==> src/rtl/p12_pkg.sv <==
// Shared constants for the two-port memory arbiter: FSM encoding and port indices.
package p12_pkg;

    localparam logic [1:0] IDLE  = 2'd0;
    localparam logic [1:0] ISSUE = 2'd1;
    localparam logic [1:0] RESP  = 2'd2;

    localparam logic PORT_CPU = 1'b0;
    localparam logic PORT_DBG = 1'b1;

    function automatic logic other_port(input logic p);
        return ~p;
    endfunction

endpackage

==> src/rtl/mem_arb_if.sv <==
// Bundle of both requester ports, the memory bus and arbiter status.
// slave = arbiter side, master = requesters plus memory.
interface mem_arb_if #(
    parameter int WIDTH         = 32,
    parameter int MEM_ADDR_SIZE = 12
);
    logic                     r0_req;
    logic                     r0_wen;
    logic                     r0_lock;
    logic [MEM_ADDR_SIZE-1:0] r0_addr;
    logic [WIDTH-1:0]         r0_wdata;
    logic                     r0_ack;
    logic [WIDTH-1:0]         r0_rdata;

    logic                     r1_req;
    logic                     r1_wen;
    logic                     r1_lock;
    logic [MEM_ADDR_SIZE-1:0] r1_addr;
    logic [WIDTH-1:0]         r1_wdata;
    logic                     r1_ack;
    logic [WIDTH-1:0]         r1_rdata;

    logic                     mem_cs;
    logic                     mem_wen;
    logic [MEM_ADDR_SIZE-1:0] mem_addr;
    logic [WIDTH-1:0]         mem_wdata;
    logic [WIDTH-1:0]         mem_rdata;

    logic                     owner;
    logic                     busy;

    modport slave (
        input  r0_req, r0_wen, r0_lock, r0_addr, r0_wdata,
        input  r1_req, r1_wen, r1_lock, r1_addr, r1_wdata,
        input  mem_rdata,
        output r0_ack, r0_rdata, r1_ack, r1_rdata,
        output mem_cs, mem_wen, mem_addr, mem_wdata,
        output owner, busy
    );

    modport master (
        output r0_req, r0_wen, r0_lock, r0_addr, r0_wdata,
        output r1_req, r1_wen, r1_lock, r1_addr, r1_wdata,
        output mem_rdata,
        input  r0_ack, r0_rdata, r1_ack, r1_rdata,
        input  mem_cs, mem_wen, mem_addr, mem_wdata,
        input  owner, busy
    );

endinterface

==> src/rtl/mem_arb_rr_pick2.sv <==
// Combinational two-way grant picker: round-robin on ties, with a bounded lock
// that lets the last owner win while its lock is valid and the counter is not full.
module rr_pick2
    import p12_pkg::*;
(
    input  logic [1:0] reqs,
    input  logic       last,
    input  logic       lock_valid,
    input  logic       lock_full,
    output logic       grant
);

    always_comb begin
        grant = PORT_CPU;
        case (reqs)
            2'b01:   grant = PORT_CPU;
            2'b10:   grant = PORT_DBG;
            2'b11:   grant = (lock_valid && !lock_full) ? last : other_port(last);
            default: grant = PORT_CPU;
        endcase
    end

endmodule

==> src/rtl/mem_arb.sv <==
// Two-port arbiter for the shared synchronous-read memory (CPU on port 0, debug on port 1).
// state | meaning
// IDLE  | sample requests, grant one and latch its fields
// ISSUE | mem_cs high for one cycle with the owner's fields
// RESP  | owner's ack pulse, rdata passed through from memory on reads
module mem_arb
    import p12_pkg::*;
#(
    parameter int WIDTH         = 32,
    parameter int MEM_ADDR_SIZE = 12,
    parameter int LOCK_MAX      = 8
) (
    input  logic      clk,
    input  logic      reset,
    mem_arb_if.slave  bus
);

    localparam int CW = $clog2(LOCK_MAX + 1);

    logic [1:0]               state;
    logic                     busy_q;
    logic                     cs_q;
    logic                     wen_q;
    logic [MEM_ADDR_SIZE-1:0] addr_q;
    logic [WIDTH-1:0]         wdata_q;
    logic                     owner_q;
    logic                     ack0_q;
    logic                     ack1_q;
    logic                     last;
    logic                     lock_valid;
    logic [CW-1:0]            lock_cnt;

    logic [1:0]               reqs;
    logic                     grant;
    logic                     lock_full;
    logic                     other_req;
    logic                     sel_wen;
    logic                     sel_lock;
    logic [MEM_ADDR_SIZE-1:0] sel_addr;
    logic [WIDTH-1:0]         sel_wdata;

    assign reqs      = {bus.r1_req, bus.r0_req};
    assign lock_full = (lock_cnt >= CW'(LOCK_MAX));

    rr_pick2 u_pick (
        .reqs       (reqs),
        .last       (last),
        .lock_valid (lock_valid),
        .lock_full  (lock_full),
        .grant      (grant)
    );

    assign other_req = grant ? bus.r0_req   : bus.r1_req;
    assign sel_wen   = grant ? bus.r1_wen   : bus.r0_wen;
    assign sel_lock  = grant ? bus.r1_lock  : bus.r0_lock;
    assign sel_addr  = grant ? bus.r1_addr  : bus.r0_addr;
    assign sel_wdata = grant ? bus.r1_wdata : bus.r0_wdata;

    always_ff @(posedge clk) begin
        if (!reset) begin
            state      <= IDLE;
            busy_q     <= 1'b0;
            cs_q       <= 1'b0;
            wen_q      <= 1'b0;
            addr_q     <= '0;
            wdata_q    <= '0;
            owner_q    <= PORT_CPU;
            ack0_q     <= 1'b0;
            ack1_q     <= 1'b0;
            last       <= PORT_DBG;
            lock_valid <= 1'b0;
            lock_cnt   <= '0;
        end else begin
            case (state)
                IDLE: begin
                    if (|reqs) begin
                        state      <= ISSUE;
                        busy_q     <= 1'b1;
                        cs_q       <= 1'b1;
                        owner_q    <= grant;
                        wen_q      <= sel_wen;
                        addr_q     <= sel_addr;
                        wdata_q    <= sel_wdata;
                        lock_valid <= sel_lock;
                        // Only a locked re-grant against a waiting rival counts toward the bound.
                        if (grant == last && lock_valid && other_req) begin
                            if (!lock_full)
                                lock_cnt <= lock_cnt + CW'(1);
                        end else begin
                            lock_cnt <= '0;
                        end
                    end
                end
                ISSUE: begin
                    state  <= RESP;
                    cs_q   <= 1'b0;
                    ack0_q <= (owner_q == PORT_CPU);
                    ack1_q <= (owner_q == PORT_DBG);
                end
                RESP: begin
                    state  <= IDLE;
                    busy_q <= 1'b0;
                    ack0_q <= 1'b0;
                    ack1_q <= 1'b0;
                    last   <= owner_q;
                end
                default: begin
                    state  <= IDLE;
                    busy_q <= 1'b0;
                    cs_q   <= 1'b0;
                    ack0_q <= 1'b0;
                    ack1_q <= 1'b0;
                end
            endcase
        end
    end

    assign bus.mem_cs    = cs_q;
    assign bus.mem_wen   = wen_q;
    assign bus.mem_addr  = addr_q;
    assign bus.mem_wdata = wdata_q;
    assign bus.owner     = owner_q;
    assign bus.busy      = busy_q;
    assign bus.r0_ack    = ack0_q;
    assign bus.r1_ack    = ack1_q;

    // Memory data arrives one cycle after mem_cs, i.e. exactly in RESP; gate it by registered selects.
    assign bus.r0_rdata  = (ack0_q && !wen_q) ? bus.mem_rdata : '0;
    assign bus.r1_rdata  = (ack1_q && !wen_q) ? bus.mem_rdata : '0;

endmodule

==> src/flat_wrapper.sv <==
// flat-port wrapper written by rule: the top's interface ports become plain ports
module mem_arb_flat import p12_pkg::*;
#(
    parameter int WIDTH         = 32,
    parameter int MEM_ADDR_SIZE = 12,
    parameter int LOCK_MAX      = 8
)
  (clk, reset, bus_r0_req, bus_r0_wen, bus_r0_lock, bus_r0_addr, bus_r0_wdata, bus_r1_req, bus_r1_wen, bus_r1_lock, bus_r1_addr, bus_r1_wdata, bus_mem_rdata, bus_r0_ack, bus_r0_rdata, bus_r1_ack, bus_r1_rdata, bus_mem_cs, bus_mem_wen, bus_mem_addr, bus_mem_wdata, bus_owner, bus_busy);
  mem_arb_if #(.WIDTH(WIDTH), .MEM_ADDR_SIZE(MEM_ADDR_SIZE)) bus_i ();
  input  logic clk;
  input  logic reset;
  input wire logic [$bits(bus_i.r0_req)-1:0] bus_r0_req;
  input wire logic [$bits(bus_i.r0_wen)-1:0] bus_r0_wen;
  input wire logic [$bits(bus_i.r0_lock)-1:0] bus_r0_lock;
  input wire logic [$bits(bus_i.r0_addr)-1:0] bus_r0_addr;
  input wire logic [$bits(bus_i.r0_wdata)-1:0] bus_r0_wdata;
  input wire logic [$bits(bus_i.r1_req)-1:0] bus_r1_req;
  input wire logic [$bits(bus_i.r1_wen)-1:0] bus_r1_wen;
  input wire logic [$bits(bus_i.r1_lock)-1:0] bus_r1_lock;
  input wire logic [$bits(bus_i.r1_addr)-1:0] bus_r1_addr;
  input wire logic [$bits(bus_i.r1_wdata)-1:0] bus_r1_wdata;
  input wire logic [$bits(bus_i.mem_rdata)-1:0] bus_mem_rdata;
  output wire logic [$bits(bus_i.r0_ack)-1:0] bus_r0_ack;
  output wire logic [$bits(bus_i.r0_rdata)-1:0] bus_r0_rdata;
  output wire logic [$bits(bus_i.r1_ack)-1:0] bus_r1_ack;
  output wire logic [$bits(bus_i.r1_rdata)-1:0] bus_r1_rdata;
  output wire logic [$bits(bus_i.mem_cs)-1:0] bus_mem_cs;
  output wire logic [$bits(bus_i.mem_wen)-1:0] bus_mem_wen;
  output wire logic [$bits(bus_i.mem_addr)-1:0] bus_mem_addr;
  output wire logic [$bits(bus_i.mem_wdata)-1:0] bus_mem_wdata;
  output wire logic [$bits(bus_i.owner)-1:0] bus_owner;
  output wire logic [$bits(bus_i.busy)-1:0] bus_busy;
  assign bus_i.r0_req = bus_r0_req;
  assign bus_i.r0_wen = bus_r0_wen;
  assign bus_i.r0_lock = bus_r0_lock;
  assign bus_i.r0_addr = bus_r0_addr;
  assign bus_i.r0_wdata = bus_r0_wdata;
  assign bus_i.r1_req = bus_r1_req;
  assign bus_i.r1_wen = bus_r1_wen;
  assign bus_i.r1_lock = bus_r1_lock;
  assign bus_i.r1_addr = bus_r1_addr;
  assign bus_i.r1_wdata = bus_r1_wdata;
  assign bus_i.mem_rdata = bus_mem_rdata;
  assign bus_r0_ack = bus_i.r0_ack;
  assign bus_r0_rdata = bus_i.r0_rdata;
  assign bus_r1_ack = bus_i.r1_ack;
  assign bus_r1_rdata = bus_i.r1_rdata;
  assign bus_mem_cs = bus_i.mem_cs;
  assign bus_mem_wen = bus_i.mem_wen;
  assign bus_mem_addr = bus_i.mem_addr;
  assign bus_mem_wdata = bus_i.mem_wdata;
  assign bus_owner = bus_i.owner;
  assign bus_busy = bus_i.busy;
  mem_arb #(.WIDTH(WIDTH), .MEM_ADDR_SIZE(MEM_ADDR_SIZE), .LOCK_MAX(LOCK_MAX)) u_core (.clk(clk), .reset(reset), .bus(bus_i));
endmodule
==> config.mk <==
export PLATFORM = sky130hd
export DESIGN_NAME = mem_arb_flat
export DESIGN_NICKNAME = d
export VERILOG_FILES = /design/src/rtl/p12_pkg.sv /design/src/rtl/mem_arb_if.sv /design/src/rtl/mem_arb_rr_pick2.sv /design/src/rtl/mem_arb.sv /design/src/flat_wrapper.sv
export SDC_FILE = /design/constraint.sdc
export NUM_CORES = 1
export LEC_CHECK = 0
export BUFFER_PORTS_ARGS = -buffer_cell sky130_fd_sc_hd__buf_4
export CAP_MARGIN = 10
export CORE_AREA = 3 3 94 96
export DETAILED_ROUTE_END_ITERATION = 8
export DIE_AREA = 0 0 97 99
export PLACE_DENSITY = 0.75
export SLEW_MARGIN = 20
export SYNTH_ARGS = -nofsm -noshare
export SYNTH_HDL_FRONTEND = slang
export SYNTH_SLANG_ARGS = --single-unit
==> constraint.sdc <==
create_clock -name clk -period 2 [get_ports clk]
set_clock_uncertainty 0.15 [all_clocks]
set_input_delay 0.4 -clock clk [delete_from_list [all_inputs] [get_ports clk]]
set_output_delay 0.4 -clock clk [all_outputs]
set_load 0.05 [all_outputs]
==> impl_metrics.tcl <==
set metrics [dict create \
    clk_pin_slew_ps 70 \
    worstSetupStartpointType "register" \
    synth_edf_count 0 \
    grt_overflow 0 \
    grt_max_degree 57 \
    die_area_um2 9603 \
    die_h_um 99 \
    worstMarginPinSlew_ps 584.7 \
    fin_crit_sh_pct 96.16 \
    critPathKind "reg -> out" \
    root_buffer "clkbuf_8" \
    synth_area_per_cell_um2 7.615 \
    final_nets 746 \
    vias 3609 \
    drt_wl_total_um 11400 \
    ir_drop_mv 0.4883 \
    worstSetupStartpoint "u_core.bus.r0_ack$_SDFFE_PN0N_" \
    dpl-instance-area_um2 4902 \
    synth-main-ff-cell "dfxtp_1" \
    max-clock-path-buffers 2 \
    yosysSeqAreaShare_pct 39.71 \
    dp_hpwl_um 8409 \
    hold_path_class "in -> reg" \
    dp.cells 708 \
    postRouteAntennaNets 0 \
    postLayoutCellArea_um2 5149 \
    arrival_ps 1370 \
    fmax_mhz 519.9 \
    grt_pass1_wl_um 17380 \
    antenna_cells 0 \
    dieWidth_um 97 \
    netlist_area_um2 2924 \
    p_per_area_nw_per_um2 763.6 \
    crit_cells 4 \
    yosysUniqueCellTypes 29 \
    crit_chain "nor2b_4 -> buf_6 -> and2_2 -> buf_4" \
    syn_nets 514 \
    r2r_start "u_core.lock_cnt[3]$_SDFFE_PN0P_" \
    drv_slew 0 \
    critPathMaxFanout 16 \
    pin_count 242 \
    cp_slowest_stage_delay_ps 350 \
    finalHoldViolations 0 \
    crit_family "flip-flops" \
    finalNonFillerCells 726 \
    tritoncts "yes" \
    grt_pass1_vias 3484 \
    htreeDepth 3 \
    timing.slew.headroom_pct 60.83 \
    cpMaxStageDelayCell "dfxtp_1" \
    p_leak_nw 2.565 \
    row_count 33 \
    place_congestion 0.9063 \
    synthArstFlopShare_pct 0 \
    cap_violations 0 \
    dr.pass1.iters 4 \
    synthToLayoutAreaGrowth_pct 76.08 \
    setup_violations 0 \
    period_minus_slack_ps 1923 \
    postSynthCellCount 384 \
    insertion_delay_ps 330 \
    postCtsHoldBufs 0 \
    ys_seq_elements 58 \
    post_cts_buffers 0 \
    numPortBuffers 241 \
    start_util_pct 35.95 \
    vias_per_cell 4.971 \
    grt_usage_pct 22.07 \
    dr.first_iter.drc_count 145 \
    endpoint_kind "primary output" \
    min_from "bus_r0_wdata[27]" \
    grt_antenna_before_repair 0 \
    drt-wirelength-per-cell_um 15.70 \
    worst-path-buf-inv 2 \
    reg2regPathDepth 5 \
    status "finished clean" \
    whs_path_depth 3 \
    layout-drive-gt1-share_pct 55.39 \
    cts_buffers 9 \
    fp.coreArea_um2 8134 \
    required_ps 1450 \
    final_cell_mix "buf_4 (244), a21oi_1 (84), and2_2 (60), dfxtp_1 (56), nand2_1 (51)" \
    ys.warnings.count 0 \
    clkSinkCount 58 \
    layout_commonest_cell "buf_4" \
    drc 0 \
]
==> synthesized netlist by cell type, types with 2 or more instances <==
cell | count | area share, %
inv_1 | 3 | 0.39
nand2b_1 | 2 | 0.43
a21boi_0 | 4 | 1.0
nand2_1 | 51 | 6.5
and2_1 | 65 | 14
o21ai_0 | 49 | 8.4
nor2b_1 | 4 | 0.86
buf_6 | 3 | 1.2
nor2_1 | 7 | 0.90
ha_1 | 2 | 0.86
buf_2 | 9 | 1.5
dfxtp_1 | 58 | 40
a21oi_2 | 10 | 3.0
a21oi_1 | 84 | 14
nand3_1 | 2 | 0.34
clkbuf_1 | 18 | 2.3
==> cell families (layout without fill, tap and decap cells) <==
group           Yosys count  after routing  synth area share (%)
simple gates            135            135                 24.35
buf+inv                  34            271                 5.648
flops                    58             58                 39.71
fa+ha+maj                 2              2                0.8557
mux                       1              1                0.3423
compound gates          154            154                 29.10
==> repair_timing <==
action / CTS / global route
endpoints found under the hold margin: 0 / 0
endpoints found under the setup margin: 63 / 64
gates resized for setup: 6 / 8
gates cloned: 1 / 1
pin swaps: 0 / 0
==> through the flow <==
step | utilization (%) | setup slack [ps] | setup TNS [ps] | power [mW] | hold WS (ps)
final | 63.30 | 76.73 | 0 | 3.932 | 160.2
after global routing | 63.30 | -3.620 | -6.126 | 4.124 | 150.2
after CTS | 62.99 | 0.3093 | 0 | 3.955 | 146.3
after detailed placement | 60.27 | 141.1 | 0 | 2.881 | 338.0
after global placement | 60.27 | 215.8 | 0 | 2.862 | 319.3
after floorplan | - | 1.970 | 0 | 2.308 | 306.3
==> state kept, by name, indices dropped and copies added, names as in the netlist <==
register / cells
u_core.bus.busy: 1
u_core.bus.owner: 1
u_core.lock_valid: 1
u_core.bus.mem_wdata: 32
u_core.bus.r1_ack: 1
u_core.last: 1
u_core.bus.mem_wen: 1
u_core.bus.mem_addr: 12
u_core.state: 2
u_core.bus.r0_ack: 1
u_core.bus.mem_cs: 1
u_core.lock_cnt: 4
==> final timing paths <==
check	to	slack, ps
max	bus_r0_rdata[8]	80
min	u_core.bus.mem_wdata[27]$_SDFFE_PN0P_	160
max reg2reg	u_core.bus.mem_wdata[13]$_SDFFE_PN0P_	210
min reg2reg	u_core.bus.mem_cs$_SDFFE_PN0P_	340
==> layer usage <==
metal,GRT usage (%),part of all wire (%),routed length (um)
met2,42.36,54,6180
met4,4.968,0.82,93
met1,23.53,37,4207
met5,0,0,0
met3,6.865,8.0,913
==> area by class of cell <==
cell class,instances,area [um2]
Fill cell,714,2985
Inverter,3,11.26
Tap cell,105,131.4
Sequential cell,58,1164
Timing Repair Buffer,252,1948
Clock inverter,5,53.80
Multi-Input combinational cell,292,1699
Clock buffer,11,141.4
==> worst reg2reg max path, delay by kind of cell, from the launching register on <==
| family | cells | cell delay [ps] |
|---|---|---|
| AOI/OAI and AO/OA | 2 | 650 |
| DFF | 1 | 360 |
| and+or+nand+nor | 2 | 290 |
| buffers and inverters | 1 | 260 |
==> report_power, final <==
part | internal (mW) | switching [mW]
Clock | 0.605 | 0.457
Combinational | 0.548 | 0.968
Sequential | 1.28 | 0.0725
No activity file was read; power rests on OpenSTA's default activity.
